<file path="src/rtl/inst_fetch_pkg.sv">
// Shared constants, the IF-ID payload type and PC helpers for the instruction-fetch slice.
package inst_fetch_pkg;

  localparam int          XLEN             = 32;
  localparam int          BUF_DEPTH        = 2;
  localparam logic [31:0] RESET_PC_DEFAULT = 32'h0000_0000;

  typedef struct packed {
    logic [XLEN-1:0] pc;
    logic [XLEN-1:0] inst;
  } if_entry_t;

  function automatic logic [XLEN-1:0] align_pc(input logic [XLEN-1:0] pc);
    return {pc[XLEN-1:2], 2'b00};
  endfunction

  // Sequential fetch step; wraps modulo 2^32 by construction.
  function automatic logic [XLEN-1:0] next_pc(input logic [XLEN-1:0] pc);
    return pc + 32'd4;
  endfunction

endpackage

</file>
<file path="src/rtl/inst_fetch_if.sv">
// ROM port, redirect input and IF-ID handshake bundled for the fetch unit.
interface inst_fetch_if;
  import inst_fetch_pkg::*;

  logic [XLEN-1:0] inst_addr;
  logic [XLEN-1:0] inst_i;
  logic            redirect_valid;
  logic [XLEN-1:0] redirect_pc;
  logic            if_valid;
  logic            if_ready;
  logic [XLEN-1:0] if_pc;
  logic [XLEN-1:0] if_inst;

  modport master (
    output inst_addr, if_valid, if_pc, if_inst,
    input  inst_i, redirect_valid, redirect_pc, if_ready
  );

  modport slave (
    input  inst_addr, if_valid, if_pc, if_inst,
    output inst_i, redirect_valid, redirect_pc, if_ready
  );

endinterface

</file>
<file path="src/rtl/inst_fetch_buf.sv">
// Two-entry {pc, inst} response FIFO with flush, plus its overflow checker.
module fetch_buf
  import inst_fetch_pkg::*;
(
  input  logic       clk,
  input  logic       rstn,
  input  logic       push,
  input  logic       pop,
  input  logic       flush,
  input  if_entry_t  din,
  output if_entry_t  head,
  output logic [1:0] count
);

  if_entry_t  mem_r [BUF_DEPTH];
  logic       rd_ptr_r;
  logic       wr_ptr_r;
  logic [1:0] count_r;
  logic       do_push_s;
  logic       do_pop_s;

  // Qualify push/pop against the current occupancy.
  always_comb begin
    do_push_s = 1'b0;
    do_pop_s  = 1'b0;
    if (flush) begin
      do_push_s = 1'b0;
      do_pop_s  = 1'b0;
    end else begin
      do_push_s = push && (count_r != 2'd2);
      do_pop_s  = pop  && (count_r != 2'd0);
    end
  end

  // Storage, pointers and occupancy; flush wins over push/pop.
  always_ff @(posedge clk or negedge rstn) begin
    if (!rstn) begin
      for (int i = 0; i < BUF_DEPTH; i++) mem_r[i] <= '0;
      rd_ptr_r <= 1'b0;
      wr_ptr_r <= 1'b0;
      count_r  <= 2'd0;
    end else if (flush) begin
      rd_ptr_r <= 1'b0;
      wr_ptr_r <= 1'b0;
      count_r  <= 2'd0;
    end else begin
      if (do_push_s) begin
        mem_r[wr_ptr_r] <= din;
        wr_ptr_r        <= ~wr_ptr_r;
      end
      if (do_pop_s) begin
        rd_ptr_r <= ~rd_ptr_r;
      end
      case ({do_push_s, do_pop_s})
        2'b10:   count_r <= count_r + 2'd1;
        2'b01:   count_r <= count_r - 2'd1;
        default: count_r <= count_r;
      endcase
    end
  end

  assign head  = mem_r[rd_ptr_r];
  assign count = count_r;

endmodule

// Observes the FIFO for a push arriving while it is already full.
module fetch_buf_chk (
  input logic       clk,
  input logic       rstn,
  input logic       push,
  input logic [1:0] count
);

  no_overflow_a: assert property (@(posedge clk) disable iff (!rstn) push |-> (count != 2'd2));

endmodule

</file>
<file path="src/rtl/inst_fetch.sv">
// Fetch initiator: owns the PC, tracks the single in-flight ROM read and bypasses or buffers responses.
module inst_fetch
  import inst_fetch_pkg::*;
#(
  parameter logic [31:0] RESET_PC = RESET_PC_DEFAULT
)(
  input logic          clk,
  input logic          rstn,
  inst_fetch_if.master bus
);

  logic [XLEN-1:0] fetch_pc_r;
  logic [XLEN-1:0] req_pc_r;
  logic            req_vld_r;

  logic [1:0]      count_s;
  if_entry_t       head_s;
  if_entry_t       resp_s;
  logic            buf_empty_s;
  logic            issue_s;
  logic            out_valid_s;
  logic            xfer_s;
  logic            push_s;
  logic            pop_s;

  // Credit-based issue and the bypass/buffer steering; a redirect squashes everything this cycle.
  always_comb begin
    buf_empty_s  = (count_s == 2'd0);
    resp_s.pc    = req_pc_r;
    resp_s.inst  = bus.inst_i;
    issue_s      = 1'b0;
    out_valid_s  = 1'b0;
    xfer_s       = 1'b0;
    push_s       = 1'b0;
    pop_s        = 1'b0;
    if (bus.redirect_valid) begin
      issue_s     = 1'b0;
      out_valid_s = 1'b0;
    end else begin
      issue_s     = (({1'b0, count_s} + {2'b00, req_vld_r}) < 3'd2);
      out_valid_s = !buf_empty_s || req_vld_r;
      xfer_s      = out_valid_s && bus.if_ready;
      // A response is parked unless it went straight out over the bypass.
      push_s      = req_vld_r && !(buf_empty_s && xfer_s);
      pop_s       = xfer_s && !buf_empty_s;
    end
  end

  // Decode-side payload; buffered head has priority to keep program order.
  always_comb begin
    bus.if_valid = out_valid_s;
    bus.if_pc    = 32'h0000_0000;
    bus.if_inst  = 32'h0000_0000;
    if (!out_valid_s) begin
      bus.if_pc   = 32'h0000_0000;
      bus.if_inst = 32'h0000_0000;
    end else if (!buf_empty_s) begin
      bus.if_pc   = head_s.pc;
      bus.if_inst = head_s.inst;
    end else begin
      bus.if_pc   = resp_s.pc;
      bus.if_inst = resp_s.inst;
    end
  end

  assign bus.inst_addr = fetch_pc_r;

  // Fetch PC and in-flight request tracking.
  always_ff @(posedge clk or negedge rstn) begin
    if (!rstn) begin
      fetch_pc_r <= align_pc(RESET_PC);
      req_vld_r  <= 1'b0;
      req_pc_r   <= 32'h0000_0000;
    end else begin
      if (bus.redirect_valid) begin
        fetch_pc_r <= align_pc(bus.redirect_pc);
      end else if (issue_s) begin
        fetch_pc_r <= next_pc(fetch_pc_r);
      end else begin
        fetch_pc_r <= fetch_pc_r;
      end
      req_vld_r <= issue_s;
      if (issue_s) begin
        req_pc_r <= fetch_pc_r;
      end else begin
        req_pc_r <= req_pc_r;
      end
    end
  end

  fetch_buf u_buf (
    .clk   (clk),
    .rstn  (rstn),
    .push  (push_s),
    .pop   (pop_s),
    .flush (bus.redirect_valid),
    .din   (resp_s),
    .head  (head_s),
    .count (count_s)
  );

  fetch_buf_chk u_buf_chk (
    .clk   (clk),
    .rstn  (rstn),
    .push  (push_s),
    .count (count_s)
  );

endmodule

</file>
<file path="src/flat_wrapper.sv">
// flat-port wrapper written by rule: the top's interface ports become plain ports
module inst_fetch_flat import inst_fetch_pkg::*;
#(
  parameter logic [31:0] RESET_PC = RESET_PC_DEFAULT
)
  (clk, rstn, bus_inst_addr, bus_if_valid, bus_if_pc, bus_if_inst, bus_inst_i, bus_redirect_valid, bus_redirect_pc, bus_if_ready);
  inst_fetch_if bus_i ();
  input logic clk;
  input logic rstn;
  output wire logic [$bits(bus_i.inst_addr)-1:0] bus_inst_addr;
  output wire logic [$bits(bus_i.if_valid)-1:0] bus_if_valid;
  output wire logic [$bits(bus_i.if_pc)-1:0] bus_if_pc;
  output wire logic [$bits(bus_i.if_inst)-1:0] bus_if_inst;
  input wire logic [$bits(bus_i.inst_i)-1:0] bus_inst_i;
  input wire logic [$bits(bus_i.redirect_valid)-1:0] bus_redirect_valid;
  input wire logic [$bits(bus_i.redirect_pc)-1:0] bus_redirect_pc;
  input wire logic [$bits(bus_i.if_ready)-1:0] bus_if_ready;
  assign bus_inst_addr = bus_i.inst_addr;
  assign bus_if_valid = bus_i.if_valid;
  assign bus_if_pc = bus_i.if_pc;
  assign bus_if_inst = bus_i.if_inst;
  assign bus_i.inst_i = bus_inst_i;
  assign bus_i.redirect_valid = bus_redirect_valid;
  assign bus_i.redirect_pc = bus_redirect_pc;
  assign bus_i.if_ready = bus_if_ready;
  inst_fetch #(.RESET_PC(RESET_PC)) u_core (.clk(clk), .rstn(rstn), .bus(bus_i));
endmodule
</file>
<file path="config.mk">
export PLATFORM = sky130hd
export DESIGN_NAME = inst_fetch_flat
export DESIGN_NICKNAME = d
export VERILOG_FILES = /design/src/rtl/inst_fetch_pkg.sv /design/src/rtl/inst_fetch_if.sv /design/src/rtl/inst_fetch_buf.sv /design/src/rtl/inst_fetch.sv /design/src/flat_wrapper.sv
export SDC_FILE = /design/constraint.sdc
export NUM_CORES = 1
export LEC_CHECK = 0
export CORE_MARGIN = 1.5
export CORE_UTILIZATION = 53
export CTS_CLUSTER_DIAMETER = 50
export DETAILED_ROUTE_END_ITERATION = 12
export GPL_TIMING_DRIVEN = 0
export PLACE_DENSITY = 0.9
export SYNTH_ARGS = -nofsm -noshare
export SYNTH_HDL_FRONTEND = slang
export SYNTH_SLANG_ARGS = --single-unit
export TNS_END_PERCENT = 1
</file>
<file path="constraint.sdc">
create_clock -name clk -period 2.7 [get_ports clk]
set_input_delay 0.54 -clock clk [delete_from_list [all_inputs] [get_ports clk]]
set_output_delay 0.54 -clock clk [all_outputs]
set_load 0.02 [all_outputs]
</file>
* Word-level counts from Yosys, hierarchy flattened *
Index checks and enable logic that the tools add are counted.

operators by class
  add/sub/neg operators = 4
  multipliers = 0
  div/mod/pow operators = 0
  magnitude comparators = 4
  equality and inequality tests = 3
  shift operators = 0
  multiplexer cells = 24
  bitwise logic cells = 5
  reductions and logical operators = 17

operators by type and width
  kind                                                                          count
  64-bit 2-to-1 mux                                                             4
  32-bit 2-to-1 mux                                                             6
  128-bit bitwise mux                                                           1
  64-bit demux with 1-bit select                                                1
  32-bit by 3-bit adder with 32-bit output, second input constant               1
  1-bit 2-to-1 mux                                                              10
  2-bit nonzero test                                                            4
  1-bit logical AND                                                             7
  2-bit greater-or-equal comparator, second input constant                      2
  1-bit inverter with 2-bit output                                              2
  2-bit case mux with 2 select lines                                            1
  2-bit by 1-bit adder with 3-bit output                                        1
  3-bit by 2-bit less-than comparator with 1-bit output, second input constant  1
  1-bit inverter                                                                3
  3-bit nonzero test                                                            1
  2-bit by 1-bit adder with 2-bit output, second input constant                 1
  2-bit by 1-bit equality test with 1-bit output, second input constant         1
  2-bit equality test, second input constant                                    1
  1-bit zero test                                                               2
  2-bit zero test                                                               1
  2-bit by 1-bit less-than comparator with 1-bit output, second input constant  1
  2-bit 2-to-1 mux                                                              1
  2-bit inequality test, second input constant                                  1
  2-bit AND reduction                                                           1
  other kinds (2)                                                               2

storage, ports and cells
  flip-flop bits (word level) = 197
  bits in latches = 0
  bits in writable memories = 0
  bits in read-only memories = 0
  bits of input ports = 68
  output and inout port bits = 97
  word-level logic and storage cells = 67
  memories kept = 0

* Depth between registers and ports, before layout *
  depth in word-level cells = 13
  gate-level depth with buffers = 7
  gate-level depth less buffers = 5

* By module *
A second synthesis with hierarchy kept.

unflattened totals
  cell total of the unflattened synthesis = 852
  area total of the unflattened synthesis = 9853.2 sq um

modules (own cells, without submodules)
  module      times used  cells each  area each (sq um)  sequential area each (sq um)
  fetch_buf   1           364         5963.2             3303.2
  inst_fetch  1           488         3890.0             1526.5

* Worst setup path before layout *
Ideal clock, no wire load.

  path type = register to output
  start point = register u_core.u_buf.count_r[0], in the netlist u_core.u_buf.count[0]
  end point = output bus_if_inst[0]
  arrival = 1.946 ns
  data required time = 2.160 ns
  slack = 0.214 ns
  cell stages (with the launch flop) = 7
  cell sequence = dfrtp_1 -> clkbuf_1 -> or2_2 -> clkbuf_1 -> clkbuf_1 -> clkbuf_1 -> a211oi_1

on the way
  longest elaborated chain between the ends = 5

RTL lines
  what                    RTL line              text
  start, declared         inst_fetch_buf.sv:18  logic [1:0] count_r;
  start signal, assigned  inst_fetch_buf.sv:55  2'b10: count_r <= count_r + 2'd1;
  start signal, assigned  inst_fetch_buf.sv:56  2'b01: count_r <= count_r - 2'd1;
  start signal, assigned  inst_fetch_buf.sv:57  default: count_r <= count_r;
  2-bit zero test (*)     inst_fetch.sv:28      buf_empty_s = (count_s == 2'd0);
  1-bit zero test         inst_fetch.sv:41      out_valid_s = !buf_empty_s || req_vld_r;
  1-bit logical OR        inst_fetch.sv:41
  1-bit 2-to-1 mux        inst_fetch.sv:36      if (bus.redirect_valid) begin
  32-bit 2-to-1 mux (*)   inst_fetch.sv:54      if (!out_valid_s) begin
  end, declared           flat_wrapper.sv:13    output wire logic [$bits(bus_i.if_inst)-1:0] bus_if_inst;

Mark *: on every way between the ends. The rest lies on a longest branch, timed or not.

* Worst setup path after layout *
  start point = register u_core.u_buf.count_r[1], in the netlist u_core.u_buf.count[1]
  end point = output bus_if_inst[24]

The elaborated chain is that of the path after synthesis.

==> results.py <==
metrics = {
    "run_status": {
        "status": "finished clean",
    },
    "synth": {
        "ys.warnings.count": 0,
        "synth_cells": 774,
        "yosysSeqAreaShare": 0.5182,
        "yosys.area.top_type_share": 0.5182,
        "synth_edf_count": 0,
        "synth_most_common_cell": "dfrtp_1",
        "synth_ff_type": "dfrtp_1",
        "synth_common_cells": "dfrtp_1 (189), mux2_2 (154), nor2_1 (90)",
        "async_flop_share": 1.000,
        "avgSynthCellArea_um2": 11.79,
        "synthTopCellsByArea": "dfrtp_1 (52%), mux2_2 (19%), mux2i_1 (6.9%)",
        "synth.distinct_cells": 39,
        "yosysTopAreaCell": "dfrtp_1",
        "ys_ff_latch": 189,
        "syn-cell-area_um2": 9126,
    },
    "placed_design": {
        "port_buffers": 158,
        "place_congestion": 0.8710,
        "hpwl_mm": 15.55,
        "place_inst": 1156,
        "place_ws_ns": -0.9571,
        "placed_area_um2": 11030,
    },
    "timing": {
        "timing.fmax_mhz": 370.6,
        "rsz0062_at_grt": "true",
        "period_minus_slack_ns": 2.698,
        "worstMarginPinSlew_ns": 0.6960,
        "finalHoldViolCount": 0,
        "fin_ws_ns": 0.001803,
        "whs_ns": 0.1147,
        "setup_viol": 0,
        "period_share": 0.9993,
        "setup_tns_ns": 0,
        "fin_worst_skew_ns": 0.007050,
        "slew_viol_final": 0,
        "slew_headroom": 0.5360,
    },
    "power_and_ir_drop": {
        "p_per_area_nw_per_um2": 795.3,
        "power.share.switching": 0.2985,
        "finalPower_mw": 9.363,
        "vdd_drop_max_v": 0.0005376,
        "pwr-share-comb": 0.256,
        "power.share.sequential": 0.464,
        "p_leak_nw": 4.875,
        "clock_power_share": 0.280,
        "p_int_mw": 6.568,
        "p_sw_mw": 2.795,
    },
    "clock_tree": {
        "clockBufferDepth": 2,
        "clock-sinks": 189,
        "path_clk_slew_ns": 0.07,
        "cts_htree_levels": 4,
        "root_buffer": "clkbuf_16",
        "postCtsHoldBufs": 0,
        "cts_buffers": 17,
        "tritoncts": "yes",
        "clock_latency_ns": 0.42,
    },
    "floorplanning": {
        "die_w_um": 134.2,
        "die_h_um": 134.2,
        "rows": 47,
        "design.portCount": 165,
        "fp.dieArea_um2": 18020,
        "start_util": 0.5464,
        "core_um2": 16700,
    },
    "routing": {
        "drtIter0Drc": 449,
        "first_pass_iters": 5,
        "wl_per_cell_um": 19.50,
        "vias": 7043,
        "drc_errors": 0,
        "postRouteAntennaNets": 0,
        "vias_per_cell": 5.884,
        "drt_wl_total_mm": 23.34,
    },
    "finish": {
        "final_cells": 1197,
        "nets": 1033,
        "drive_gt1_frac": 0.3388,
        "area_growth_pct": 29.01,
        "final_util": 0.7050,
        "stdcell_area_um2": 11770,
        "diodes": 0,
    },
    "critical_path": {
        "worstPathMaxFanout": 10,
        "worstPathRequired_ns": 2.16,
        "crit_chain": "or2_4 -> clkbuf_4 -> clkbuf_4 -> a211oi_2 -> clkdlybuf4s15_2",
        "arrival_ns": 2.16,
        "path_common_cell": "clkbuf_4",
        "regToRegSetupSlack_ns": 0.29,
        "slowest_delay_ns": 0.44,
        "path_class": "flop to output port",
        "slowest_stage": "dfrtp_2",
        "crit_path_start_kind": "flop",
        "r2r_cells": 7,
        "r2r-end": "u_core.u_buf.mem_r[43]",
        "cp-end-kind": "output port",
        "regToRegStartpoint": "u_core.u_buf.count[1]",
    },
    "global_route": {
        "grt_max_degree": 99,
        "overflow": 0,
        "antenna_found_initial": 0,
        "grt_use_total": 0.2600,
        "grt_pass1_wl_mm": 36.84,
        "grt_pass1_vias": 7047,
    },
    "flow_run": {
        "drv_cap": 0,
    },
    "min_path": {
        "hold_class": "primary input to asynchronous set/reset pin",
    },
}
area by class of cell:
class                      count  area [um2]
fill                        1184        4927
sequential                   189        4733
multi-input combinational    523        4262
timing repair buffer         172        1515
clock buffer                  21       470.5
buffer                        55       341.6
tap                          220       275.3
clock inverter                11       153.9
inverter                       6       22.52
cell usage in the layout, fill, tap and decap left out, drive strengths merged, types with 3 or more instances in the layout:
master	count
conb	4
mux2	154
nand4	12
xnor2	5
clkbuf	68
dfrtp	189
nor2	90
a31oi	20
buf	65
mux2i	63
and3	3
xor2	6
or4	15
clkdlybuf4s50	93
or3	8
a211oi	64
bufinv	3
nand3	10
clkdlybuf4s15	18
o21ai	18
nand2	21
o31ai	12
inv	10
dlygate4sd2	4
worst max-delay path: cells and delay by family (launching register included):
family / cells / cell delay, ns
flops: 1 / 0.44
simple gates: 1 / 0.30
buf+inv: 3 / 0.75
compound gates: 1 / 0.25
registers in the layout (all words and copies together) (netlist names):
name and cells:
u_core.u_buf.mem_r 124, u_core.bus.inst_addr 30, u_core.req_pc_r 30, u_core.u_buf.count 2, u_core.req_vld_r 1, u_core.u_buf.rd_ptr_r 1, u_core.u_buf.wr_ptr_r 1
kinds of logic (layout without fill, tap and decap cells):
| logic type | count (synthesis) | in the layout | synth area share |
|---|---|---|---|
| multiplexers | 217 | 217 | 0.2591 |
| flip-flops | 189 | 189 | 0.5182 |
| AND/OR/NAND/NOR | 170 | 171 | 0.08898 |
| AO/OA/AOI/OAI | 119 | 119 | 0.08994 |
| buffers and inverters | 66 | 265 | 0.03140 |
| XOR/XNOR | 11 | 11 | 0.01056 |
| adder cells (fa/ha/maj) | 1 | 1 | 0.001371 |
| other | 1 | 4 | 0.0004109 |
how the worst max path moves through the flow:
stage	startpoint	to	slack [ns]	cells past startpoint
floorplan	u_core.u_buf.count[0]	bus_if_inst[0]	0.21	6
global placement	rstn	u_core.u_buf.mem_r[3]	-6.42	1
detailed placement	u_core.u_buf.count[0]	bus_if_pc[9]	-0.96	7
CTS	u_core.u_buf.count[1]	bus_if_pc[3]	-0.06	5
global route	u_core.u_buf.count[1]	bus_if_inst[21]	-0.08	5
finish	u_core.u_buf.count[1]	bus_if_inst[24]	0.002	5
what timing repair did:
action,CTS,global route
endpoints found under the hold margin,0,0
pin swaps,2,1
gates cloned,1,0
buffers inserted,10,3
endpoints found under the setup margin,123,108
resized for setup,273,64
metal layers:
layer	vias up	share of wire	global-route usage
li1	3228	-	-
met2	269	0.48	0.4214
met5	-	0	0
met3	30	0.059	0.04800
met1	3516	0.45	0.3603
met4	0	0.014	0.07288
power groups by stage:
| stage | logic, mW | registers [mW] | clock network, mW |
|---|---|---|---|
| final | 2.39 | 4.35 | 2.62 |
| after floorplan | 1.58 | 4.22 | 0 |
| after CTS | 2.38 | 4.32 | 2.66 |
| after global routing | 2.58 | 4.44 | 2.78 |
| after detailed placement | 2.35 | 4.36 | 0 |
| after global placement | 2.24 | 4.29 | 0 |
(Power assumes the default switching activity.)
